**config.mk**
```make
export PLATFORM = sky130hd
export DESIGN_NAME = snake_direction_controller
export DESIGN_NICKNAME = d
export VERILOG_FILES = /design/src/rtl/snake_pkg.sv /design/src/rtl/snake_direction_controller_move_tick_gen.sv /design/src/rtl/snake_direction_controller.sv
export SDC_FILE = /design/constraint.sdc
export NUM_CORES = 1
export LEC_CHECK = 0
export CORE_MARGIN = 2
export CORE_UTILIZATION = 50
export DETAILED_ROUTE_END_ITERATION = 10
export PLACE_DENSITY = 0.74
export SLEW_MARGIN = 20
export SYNTH_ARGS = -nofsm -noshare
export SYNTH_HDL_FRONTEND = slang
export SYNTH_SLANG_ARGS = --single-unit
export TNS_END_PERCENT = 100
```
**constraint.sdc**
```tcl
create_clock -name CLK -period 2.65 [get_ports CLK]
set_input_delay 0.53 -clock CLK [delete_from_list [all_inputs] [get_ports CLK]]
set_output_delay 0.53 -clock CLK [all_outputs]
set_load 0.02 [all_outputs]
```
**src/rtl/snake_pkg.sv**
```systemverilog
// Shared encodings for the snake game blocks.
//   dir_t      : heading encoding driven on DIRECTION
//   MSM_*      : master state machine encodings seen on MSM_STATE
//   DIR_RESET  : heading every game starts with
//   opposite() : 180-degree reversal of a heading
//   prio_dir() : picks one heading from a one-hot-or-more set of requests
package snake_pkg;

  typedef enum logic [1:0] {
    DIR_UP    = 2'b00,
    DIR_RIGHT = 2'b01,
    DIR_DOWN  = 2'b10,
    DIR_LEFT  = 2'b11
  } dir_t;

  localparam logic [1:0] MSM_IDLE = 2'd0;
  localparam logic [1:0] MSM_GAME = 2'd1;
  localparam logic [1:0] MSM_WIN  = 2'd2;

  localparam dir_t DIR_RESET = DIR_RIGHT;

  localparam int NUM_BTN = 4;

  // Flipping the MSB of the encoding turns a heading around.
  function automatic dir_t opposite(input dir_t d);
    return dir_t'(d ^ 2'b10);
  endfunction

  // Request vector is indexed by heading code, so the lowest set bit wins:
  // UP > RIGHT > DOWN > LEFT.
  function automatic dir_t prio_dir(input logic [NUM_BTN-1:0] req);
    dir_t d;
    d = DIR_LEFT;
    if      (req[0]) d = DIR_UP;
    else if (req[1]) d = DIR_RIGHT;
    else if (req[2]) d = DIR_DOWN;
    return d;
  endfunction

endpackage

```
**src/rtl/snake_direction_controller_move_tick_gen.sv**
```systemverilog
// Prescaler producing the periodic move tick.
//   CLK, RESET : clock, synchronous active-high reset
//   en         : count this cycle
//   clr        : force the count back to zero (ignored while en is high)
//   wrap       : combinational, high on the cycle whose edge ends a period
//   tick       : registered one-cycle pulse following each wrap
module move_tick_gen #(
  parameter int TICK_DIV = 25000000,
  parameter int CNT_W    = 25
) (
  input  logic CLK,
  input  logic RESET,
  input  logic en,
  input  logic clr,
  output logic wrap,
  output logic tick
);

  localparam logic [CNT_W-1:0] LAST = CNT_W'(TICK_DIV - 1);

  logic [CNT_W-1:0] cnt;

  // The owner needs to know about the wrap on the same edge it is
  // registered, so the terminal-count compare is exposed unregistered.
  assign wrap = en && (cnt == LAST);

  always_ff @(posedge CLK) begin
    if (RESET) begin
      cnt  <= '0;
      tick <= 1'b0;
    end else begin
      tick <= wrap;
      if (en) cnt <= wrap ? '0 : cnt + CNT_W'(1);
      else if (clr) cnt <= '0;
    end
  end

endmodule

```
**src/rtl/snake_direction_controller.sv**
```systemverilog
// Turns button pushes into a committed snake heading and paces movement.
//   CLK, RESET          : clock, synchronous active-high reset
//   BTNL/BTNT/BTNR/BTND : synchronised button levels
//   MSM_STATE           : master state (IDLE/GAME/WIN, 3 behaves as IDLE)
//   DIRECTION           : committed heading (00 U, 01 R, 10 D, 11 L)
//   MOVE_TICK           : one-cycle step pulse
//   PENDING_VALID       : a heading request waits for the next tick
module snake_direction_controller
  import snake_pkg::*;
#(
  parameter int TICK_DIV = 25000000,
  parameter int CNT_W    = 25
) (
  input  logic       CLK,
  input  logic       RESET,
  input  logic       BTNL,
  input  logic       BTNT,
  input  logic       BTNR,
  input  logic       BTND,
  input  logic [1:0] MSM_STATE,
  output logic [1:0] DIRECTION,
  output logic       MOVE_TICK,
  output logic       PENDING_VALID
);

  // Button lanes are ordered by heading code so arbitration is a priority pick.
  logic [NUM_BTN-1:0] btn_now, btn_prev, btn_rise;
  logic               req_valid;
  dir_t               req_dir;

  dir_t dir_q, pend_dir;
  logic pend_valid;

  logic in_game, in_win, wrap;

  assign btn_now = {BTNL, BTND, BTNR, BTNT};

  for (genvar i = 0; i < NUM_BTN; i++) begin : g_edge
    assign btn_rise[i] = btn_now[i] & ~btn_prev[i];
  end

  assign req_valid = |btn_rise;
  assign req_dir   = prio_dir(btn_rise);

  assign in_game = (MSM_STATE == MSM_GAME);
  assign in_win  = (MSM_STATE == MSM_WIN);

  // WIN freezes the count; IDLE (and the unused encoding) clears it.
  move_tick_gen #(
    .TICK_DIV (TICK_DIV),
    .CNT_W    (CNT_W)
  ) u_tick (
    .CLK   (CLK),
    .RESET (RESET),
    .en    (in_game),
    .clr   (!in_game && !in_win),
    .wrap  (wrap),
    .tick  (MOVE_TICK)
  );

  always_ff @(posedge CLK) begin
    if (RESET) begin
      btn_prev   <= '0;
      dir_q      <= DIR_RESET;
      pend_valid <= 1'b0;
      pend_dir   <= DIR_RESET;
    end else begin
      btn_prev <= btn_now;
      if (in_game) begin
        // The commit uses the pending value from before this edge; a request
        // landing on the tick edge itself is held for the following tick.
        if (wrap) begin
          if (pend_valid && pend_dir != opposite(dir_q)) dir_q <= pend_dir;
          pend_valid <= 1'b0;
        end
        if (req_valid) begin
          pend_valid <= 1'b1;
          pend_dir   <= req_dir;
        end
      end else if (in_win) begin
        pend_valid <= 1'b0;
      end else begin
        pend_valid <= 1'b0;
        dir_q      <= DIR_RESET;
      end
    end
  end

  assign DIRECTION     = dir_q;
  assign PENDING_VALID = pend_valid;

endmodule

```
# Word level (Yosys, flattened, before mapping)
# Index checks and enable logic that the tools add are counted.
# Widths: inputs -> output; s select.
# classes
addsub	1
eq_ne	7
muxes	12
n_bitwise	10
reduce_logical	11
# ops
op	count
$mux 25	3
$add 25x1->25 const B	1
$eq 25x25->1 const B	1
$mux 2	6
$not 1->1	6
$and 1x1->1	4
$ne 2x1->1 const B	2
$reduce_bool 2->1	2
$reduce_or 4->1	1
$logic_and 1x1->1	3
$mux 1	3
$reduce_and 3->1	1
$eq 2x1->1 const B	1
$eq 2x2->1 const B	1
$logic_not 1->1	2
$ne 2x2->1	1
$ne 2x2->1 const B	1
$reduce_and 2->1	1
$reduce_or 2->1	1
# totals
regBits	35
out_inout_bits	4

# Depth between registers and ports, before layout
# Gate-level depths: netlist of run 1.
# logic_depth
word_depth	6
ltp_mapped	6

# By module
# A second synthesis of run 1 with hierarchy kept.
# unflattened
cells_unflattened	219
area_unflattened_um2	1864.3
# by_module_without_submodules
module	instances	cells_per_inst	area_per_inst_um2	seq_area_each_um2
move_tick_gen	1	173	1405.1	520.5
snake_direction_controller	1	46	459.2	180.2

# Least setup slack after synthesis of run 1
# OpenSTA, ideal clock, no wires.
# synth_timing
kind	input to register
start	input MSM_STATE[0]
end	register u_tick.cnt[24]
t_arrival_ns	1.462
required_time_ns	2.576
slack_ns	1.113
stages	4
path_cell_list	nor2b_1 > o21ai_2 > or3_1 > a31oi_1
# synth_via
elab_chain_len	4
elab_cells_between_ends	9
# synth_lines
item	line	text
start: declaration	snake_direction_controller.sv:20	input logic [1:0] MSM_STATE,
$eq 2x1->1 / $eq 2x2->1 (equally long branches)	snake_direction_controller.sv:45, snake_direction_controller.sv:46	
$logic_and 1x1->1 / $logic_not 1->1 (equally long branches)	snake_direction_controller_move_tick_gen.sv:25, snake_direction_controller.sv:56	
$mux 25 / $logic_and 1x1->1 (equally long branches)	snake_direction_controller_move_tick_gen.sv:33, snake_direction_controller.sv:56	
$mux 25 / $reduce_bool 2->1 (equally long branches)	n/a	
end signal: assignment	snake_direction_controller_move_tick_gen.sv:33	if (en) cnt <= wrap ? '0 : cnt + CNT_W'(1);
end: declaration	snake_direction_controller_move_tick_gen.sv:21	logic [CNT_W-1:0] cnt;
# Parallel ways exist; a longest one is shown, timed or not.
# A chain may end at the register's enable or synchronous reset.

# Worst setup path after layout of run 1
# layout_timing
start	register u_tick.cnt[19]
end	register u_tick.cnt[17]
# layout_via
elab_chain_len	4
# layout_lines
item	line	text
$eq 25x25->1	snake_direction_controller_move_tick_gen.sv:25	assign wrap = en && (cnt == LAST);
$logic_and 1x1->1	snake_direction_controller_move_tick_gen.sv:25	
$mux 25 (2 in series)	snake_direction_controller_move_tick_gen.sv:33	
# No other way between the ends.

==> flow_summary.ini, run 1 <==
[synthesis]
synth_top_area_frac = 0.402
synth_top_family_by_area = simple AND/OR/NAND/NOR gates
ys_warn_count = 0
yosys-top-cells-area = dfxtp_1 40%, nand4_1 5.0%, nor2_1 5.0%
synth_top_area_cell = dfxtp_1
netlist_instances = 204
synth_nets = 213
seq_area_frac_synth = 0.402
synth_area_um2 = 1740
synth_compound_area_frac = 0.114
ys_ff_latch = 35
synthSimpleGateAreaFrac = 0.384
synth_cell_type_count = 43
synthAdderAreaFrac = 0.00718
synth_xor_area_frac = 0.0653
postSynthAreaPerCell_um2 = 8.54
synth_mux_area_frac = 0.00574

[timing]
hold_viol_final = 0
slew_headroom = 0.677
worst_pin_slew_ns = 0.485
grt_setup_unrepaired = no
max_freq_mhz = 488
finalSetupViolations = 0
fin_crit_sh = 0.774
period_needed_ns = 2.05
slew_violations = 0
setup_tns_ns = 0
skew_ns = 0.0152

[run]
max_cap_viol_count = 0

[cts]
insertion_delay_ns = 0.34
cts_setup_buffers = 0
cts_buffers = 5
clk_pin_slew_ns = 0.11
postCtsHoldBufs = 0
htree_num_levels = 2
clockBufferDepth = 2
cts_resized = 0
ctsRootBufferMaster = clkbuf_4
cts_tree = done
cts.sinks = 35

[detailed_routing]
drt_first_pass_iters = 4
ant_nets = 0
detail_route.wl_per_cell_um = 14.4
drtIter0Drc = 101
drc = 0
dr_total_vias = 1571
drt-total-wl_mm = 3.82
vias_per_cell = 5.91

[final_layout]
mostFrequentLayoutCells = 35 x dfxtp_1, 23 x nor2_1, 17 x nand2_1
num_antenna_cells = 0
area_growth_syn_to_layout_pct = 11.4
fill_cells = 318
layout-drive-gt1-share = 0.0682
layout_commonest_cell = dfxtp_1
nNetsFinal = 228

[pwr]
irDropWorstVdd_mv = 0.338
fin_total_pwr_mw = 0.877
p_leak_nw = 0.624
power_density_nw_per_um2 = 452

[placed_design]
place.port_buffers = 11
gp_congestion = 0.894
hpwl_mm = 2.70

[setup_path]
crit_required_ns = 2.86
cp-start-kind = flip-flop
worstSetupEndpointType = flip-flop
critical_path_class = flip-flop to flip-flop
crit_path_max_fanout = 11
arrival_ns = 2.26

[floorplanning]
core_um2 = 3340
chipWidth_um = 63.0
die_y_um = 63.0
rows = 21
dieArea_um2 = 3970
io_pins = 12
start_util = 0.522

[global_route]
grt_usage = 0.212
grt_busiest_layer = met2
grt_util_met1 = 0.272
antenna_found_initial = 0
grt_use_met3 = 0.0486
grt_pass1_vias = 1473
grt_max_degree = 16
gr-usage-met2 = 0.343
grt.overflow.total = 0
grt_pass1_wl_mm = 6.61

[run_status]
status = complete, no violations

[worst_hold_path]
min_path_type = flip-flop to flip-flop
[worst max-delay path: stages, from the launching register on]
cell and delay [ns]:
dfxtp_1 0.42, nor4bb_1 0.32, nand4_1 0.28, o21ai_2 0.42
a21o_1 0.40, nor2_1 0.09
[through the flow]
| stage | hold slack (ns) | cells | utilization | worst slack [ns] | instance area [um2] |
|---|---|---|---|---|---|
| 2_1_floorplan | 0.475 | 204 | - | 1.11 | 1740 |
| 3_3_place_gp | 0.492 | 258 | 0.567 | 0.390 | 1890 |
| 3_5_place_dp | 0.499 | 258 | 0.567 | 0.327 | 1890 |
| 4_1_cts | 0.518 | 266 | 0.582 | 0.609 | 1940 |
| 5_1_grt | 0.544 | 266 | 0.582 | 0.357 | 1940 |
| 6_report | 0.516 | 266 | 0.582 | 0.599 | 1940 |
[report_power, final]
group / switching (mW) / internal (mW) / leakage [nW]
sequential: 0.00488 / 0.533 / 0.284
combinational: 0.0363 / 0.0266 / 0.311
clock: 0.173 / 0.103 / 0.0293
total: 0.214 / 0.663 / 0.624
[flip-flops by register name, indices dropped and copies added (netlist names)]
register and flops:
u_tick.cnt 25, u_tick.tick 1, btn_prev 4, DIRECTION 2
pend_dir 2, PENDING_VALID 1
[per-layer routing]
metal  vias up  share of wire  wire length (um)
li1        785              -                 -
met1       741           0.47              1790
met2        35           0.48              1820
met3        10          0.038               144
met4         0          0.017                66
met5         -              0                 0
[cell families after synthesis]
logic type,after synthesis
multiplexers,1
AND/OR/NAND/NOR,117
flip-flops,35
AO/OA/AOI/OAI,31
XOR/XNOR,13
buffers and inverters,6
adder cells (fa/ha/maj),1
[path summary, 6_finish.rpt]
kind,slack [ns],endpoint,cells after the start,start
max,0.60,u_tick.cnt[17],5,u_tick.cnt[19]
min,0.52,u_tick.cnt[24],2,u_tick.cnt[24]
max reg2reg,0.60,u_tick.cnt[17],5,u_tick.cnt[19]
min reg2reg,0.52,u_tick.cnt[24],2,u_tick.cnt[24]
[synthesized netlist by cell type (all sizes together)]
cell type  count
dfxtp         35
nor2          23
nand2         17
nand4         16
nand3         13
a31oi         10
nor2b          8
or3            8
o21ai          7
xor2           7
nor3           6
xnor2          6
a21oi          5
and3           5
and4           5
and2           4
clkbuf         3
nand2b         3
nand3b         3
nor4           3
buf            2
a211o          1
a211oi         1
a21o           1
a22oi          1
a2bb2oi        1
and2b          1
ha             1
inv            1
mux2i          1
nor4b          1
nor4bb         1
o21a           1
o21bai         1
o2bb2ai        1
o31a           1
[layout make-up]
class | count | area (um2) | share of cell area
inverters | 1 | 3.75 | 0.00193
repair buffers | 13 | 125 | 0.0644
flip-flops and latches | 35 | 701 | 0.361
multi-input cells | 163 | 1000 | 0.517
clock buffers | 7 | 45.0 | 0.0232
clock inverters | 1 | 5.00 | 0.00258
well taps | 46 | 57.6 | 0.0296
Power figures use the tool's default switching activity.
==> inputs of run 2 (changes only) <==
Settings changed: PLACE_DENSITY 0.74 to 0.77.
Clock period 2.65 ns to 1.7 ns, I/O delays scaled along.
==> flow_summary.ini, run 2 (synthesis results as in run 1) <==
[timing]
slew_headroom = 0.738
slew_violations = 0
max_freq_mhz = 591
finalSetupViolations = 0
hold_viol_final = 0
skew_ns = 0.0158
worst_pin_slew_ns = 0.390
period_needed_ns = 1.69
fin_crit_sh = 0.996
whs_ns = 0.516
grt_setup_unrepaired = yes

[cts]
clk_pin_slew_ns = 0.11
htree_num_levels = 2
insertion_delay_ns = 0.36
cts.sinks = 35
cts_tree = done
clockBufferDepth = 2
cts_buffers = 5
postCtsHoldBufs = 0
ctsRootBufferMaster = clkbuf_4

[setup_path]
arrival_ns = 1.94
timing.rr.start = u_tick.cnt[17]
r2r_slack_ns = 0.007
worstSetupEndpointType = flip-flop
cp-start-kind = flip-flop
crit_path_max_fanout = 13
r2r-end = u_tick.cnt[1]
critical_path_class = flip-flop to flip-flop
crit_required_ns = 1.94
r2r_cells = 7

[final_layout]
mostFrequentLayoutCells = 44 x buf_4, 23 x dfxtp_1, 22 x nor2_1
layout_commonest_cell = buf_4
area_growth_syn_to_layout_pct = 38.6
largest_reg_flops = 25
layout-drive-gt1-share = 0.314
fill_cells = 243
largestRegisters = u_tick.cnt x25, btn_prev x4
largest-register = u_tick.cnt
instances_no_fill = 310
nNetsFinal = 272
num_antenna_cells = 0

[floorplanning]
dieArea_um2 = 3970
io_pins = 12
chipWidth_um = 63.0
start_util = 0.522
die_y_um = 63.0
core_um2 = 3340
rows = 21

[pwr]
seq_power_share = 0.585
power_density_nw_per_um2 = 591
p_sw_mw = 0.364
internal_power_mw = 1.06
fin_total_pwr_mw = 1.43
switching_share = 0.255
pwr-share-comb = 0.099
irDropWorstVdd_mv = 0.442
clkPwrFrac = 0.316
p_leak_nw = 0.921

[placed_design]
hpwl_mm = 3.10
place.port_buffers = 11
dp_cells = 299
gp_congestion = 0.883

[global_route]
grt_max_degree = 16
grt_usage = 0.239
grt_pass1_vias = 1607
grt.overflow.total = 0
antenna_found_initial = 0
grt_pass1_wl_mm = 7.31

[worst_hold_path]
whs_endpoint = u_tick.cnt[24]
hp-start = u_tick.cnt[24]
hold_depth = 2
min_path_type = flip-flop to flip-flop

[detailed_routing]
vias_per_cell = 5.66
drc = 0
drt-total-wl_mm = 4.70
drt_first_pass_iters = 4
drtIter0Drc = 141
ant_nets = 0
detail_route.wl_per_cell_um = 15.2
dr_total_vias = 1756

[run_status]
status = complete, no violations

[run]
max_cap_viol_count = 0
[run 2: worst max-delay path by stage]
stage	start	to	cells after the start
CTS	u_tick.cnt[5]	u_tick.cnt[21]	6
global placement	MSM_STATE[1]	u_tick.cnt[17]	6
detailed placement	MSM_STATE[0]	u_tick.cnt[22]	5
floorplan	u_tick.cnt[19]	u_tick.cnt[1]	6
global route	u_tick.cnt[17]	u_tick.cnt[5]	7
finish	u_tick.cnt[17]	u_tick.cnt[1]	7
[run 2: per-stage QoR]
| step | TNS, ns | instance area [um2] | worst slack (ns) | util |
|---|---|---|---|---|
| final | 0 | 2410 | 0.00673 | 0.724 |
| after global routing | -0.697 | 2410 | -0.0738 | 0.724 |
| after CTS | -0.0835 | 2280 | -0.0423 | 0.683 |
| after detailed placement | -5.19 | 2220 | -0.278 | 0.667 |
| after global placement | -3.07 | 2220 | -0.224 | 0.667 |
| after floorplan | 0 | 1740 | 0.166 | - |
[run 2: cell type report]
| class | count | area, um2 | share of cell area |
|---|---|---|---|
| inverters | 1 | 3.75 | 0.00155 |
| well taps | 46 | 57.6 | 0.0238 |
| clock buffers | 7 | 45.0 | 0.0187 |
| multi-input cells | 163 | 1100 | 0.458 |
| clock inverters | 1 | 5.00 | 0.00207 |
| flip-flops and latches | 35 | 718 | 0.297 |
| repair buffers | 57 | 480 | 0.199 |
[run 2: critical path, stage by stage (launching register included)]
cell and delay [ns]:
dfxtp_2 0.35, nor4bb_2 0.26, nand4_1 0.22, buf_4 0.22
o21a_4 0.20, buf_12 0.14, a22oi_1 0.14, nor2_1 0.06
[run 2: power groups by stage]
stage	Combinational (mW)	Sequential, mW	Clock (mW)
floorplan	0.0607	0.856	0
global route	0.152	0.836	0.504
detailed placement	0.134	0.856	0
finish	0.142	0.835	0.450
global placement	0.131	0.856	0
CTS	0.134	0.837	0.462
[run 2: per-layer routing]
metal | global-route usage | routed length (um)
met5 | 0 | 0
met4 | 0.106 | 155
met3 | 0.0667 | 287
met2 | 0.394 | 2250
met1 | 0.289 | 2010
[run 2: timing repair]
action | 4_1_cts | 5_1_grt
setup endpoints to repair | 7 | 27
buffers inserted | 0 | 3
endpoints found under the hold margin | 0 | 0
gates resized for setup | 3 | 33
pin swaps | 1 | 7
==> inputs of run 3 (changes only) <==
--- a/config.mk
+++ b/config.mk
@@ -11,2 +11,3 @@
 export PLACE_DENSITY = 0.77
+export REMOVE_ABC_BUFFERS = 1
 export SLEW_MARGIN = 20
--- a/constraint.sdc
+++ b/constraint.sdc
@@ -3,2 +3,2 @@
 set_output_delay 0.34 -clock CLK [all_outputs]
-set_load 0.02 [all_outputs]
+set_load 0.01 [all_outputs]
==> flow_summary.ini, run 3 (synthesis results as in run 1) <==
[run_status]
status = complete, no violations

[final_layout]
largest_reg_flops = 25
largest-register = u_tick.cnt
largestRegisters = u_tick.cnt x25, btn_prev x4
num_antenna_cells = 0
final_cell_area_um2 = 2330
instances_no_fill = 307
nNetsFinal = 269
mostFrequentLayoutCells = 40 x buf_4, 26 x dfxtp_1, 22 x nor2_1
layout-drive-gt1-share = 0.280
utilization = 0.699
area_growth_syn_to_layout_pct = 33.9
layout_commonest_cell = buf_4

[detailed_routing]
drt_first_pass_iters = 4
drtIter0Drc = 127
drt-total-wl_mm = 4.53
dr_total_vias = 1759
vias_per_cell = 5.73
ant_nets = 0
drc = 0
detail_route.wl_per_cell_um = 14.8

[timing]
grt_setup_unrepaired = yes
fin_crit_sh = 0.989
worst_slack_ns = 0.0180
worst_pin_slew_ns = 0.381
setup_tns_ns = 0
finalSetupViolations = 0
whs_ns = 0.503
skew_ns = 0.00931
slew_headroom = 0.743
max_freq_mhz = 595
hold_viol_final = 0
period_needed_ns = 1.68
slew_violations = 0

[worst_hold_path]
hp-start = u_tick.cnt[24]
min_path_type = flip-flop to flip-flop

[setup_path]
crit_required_ns = 2.00
worstSetupEndpointType = flip-flop
critical_path_class = flip-flop to flip-flop
cp-start-kind = flip-flop
timing.rr.start = u_tick.cnt[6]
critPathLaunch = u_tick.cnt[6]
crit_path_max_fanout = 7
arrival_ns = 1.98

[cts]
clk_pin_slew_ns = 0.11
cts.sinks = 35
cts_buffers = 5
cts_tree = done
clockBufferDepth = 2
insertion_delay_ns = 0.36
ctsRootBufferMaster = clkbuf_4
htree_num_levels = 2

[floorplanning]
dieArea_um2 = 3970
io_pins = 12
die_y_um = 63.0
chipWidth_um = 63.0
start_util = 0.522
rows = 21
core_um2 = 3340

[global_route]
grt_pass1_wl_mm = 7.15
grt.overflow.total = 0
grt_usage = 0.230
grt_max_degree = 15
antenna_found_initial = 0
grt_pass1_vias = 1626

[run]
max_cap_viol_count = 0

[pwr]
p_leak_nw = 0.863
fin_total_pwr_mw = 1.42
power_density_nw_per_um2 = 607
irDropWorstVdd_mv = 0.394

[placed_design]
gp_congestion = 0.820
place_area_um2 = 2190
place_ws_ns = -0.200
dp_cells = 296
place.port_buffers = 11
hpwl_mm = 3.10
[run 3: cell count changes in the layout (fill, tap and decap cells not counted), moves of 2 or more]
cell	delta
dfxtp_2	-2
dlygate4sd2_1	-2
clkdlybuf4s50_1	+3
buf_6	+2
dfxtp_1	+3
buf_4	-4
and4_4	-2
nor2b_2	-2
nor2b_1	+2
[run 3: metal layers]
metal  global-route usage  vias to the layer above  share of wire
li1                     -                      866              -
met1                0.277                      836           0.44
met2                0.388                       47           0.50
met3               0.0486                       10          0.048
met4                0.108                        0          0.020
met5                    0                        -              0
[run 3: final timing paths]
| path | endpoint | slack [ns] | cells after the start |
|---|---|---|---|
| max | u_tick.cnt[23] | 0.02 | 6 |
| min reg2reg | u_tick.cnt[24] | 0.50 | 2 |
| max reg2reg | u_tick.cnt[23] | 0.02 | 6 |
| min | u_tick.cnt[24] | 0.50 | 2 |
[run 3: repair_timing]
action	4_1_cts	5_1_grt
cloned	0	0
pin swaps	0	12
resized for setup	0	22
buffers inserted	0	3
endpoints found under the setup margin	11	29
hold buffers	0	0
[run 3: worst max-delay path, cell delays in order (launching register included)]
cell	delay, ns
dfxtp_2	0.36
buf_6	0.12
nand4_1	0.24
nor3_4	0.30
nand3_1	0.12
or3_1	0.32
a31oi_1	0.16
[run 3: power by group]
group,total [mW],internal (mW),switching (mW),leakage [nW]
sequential,0.837,0.830,0.00652,0.287
clock,0.453,0.161,0.292,0.0293
combinational,0.127,0.0640,0.0631,0.546
total,1.42,1.06,0.361,0.863
[run 3: final cells by class]
type,count,area (um2)
inverter,1,3.75
timing repair buffer,54,453
fill,264,1000
clock inverter,1,5.00
sequential,35,712
clock buffer,7,45.0
tap,46,57.6
multi-input combinational,163,1060
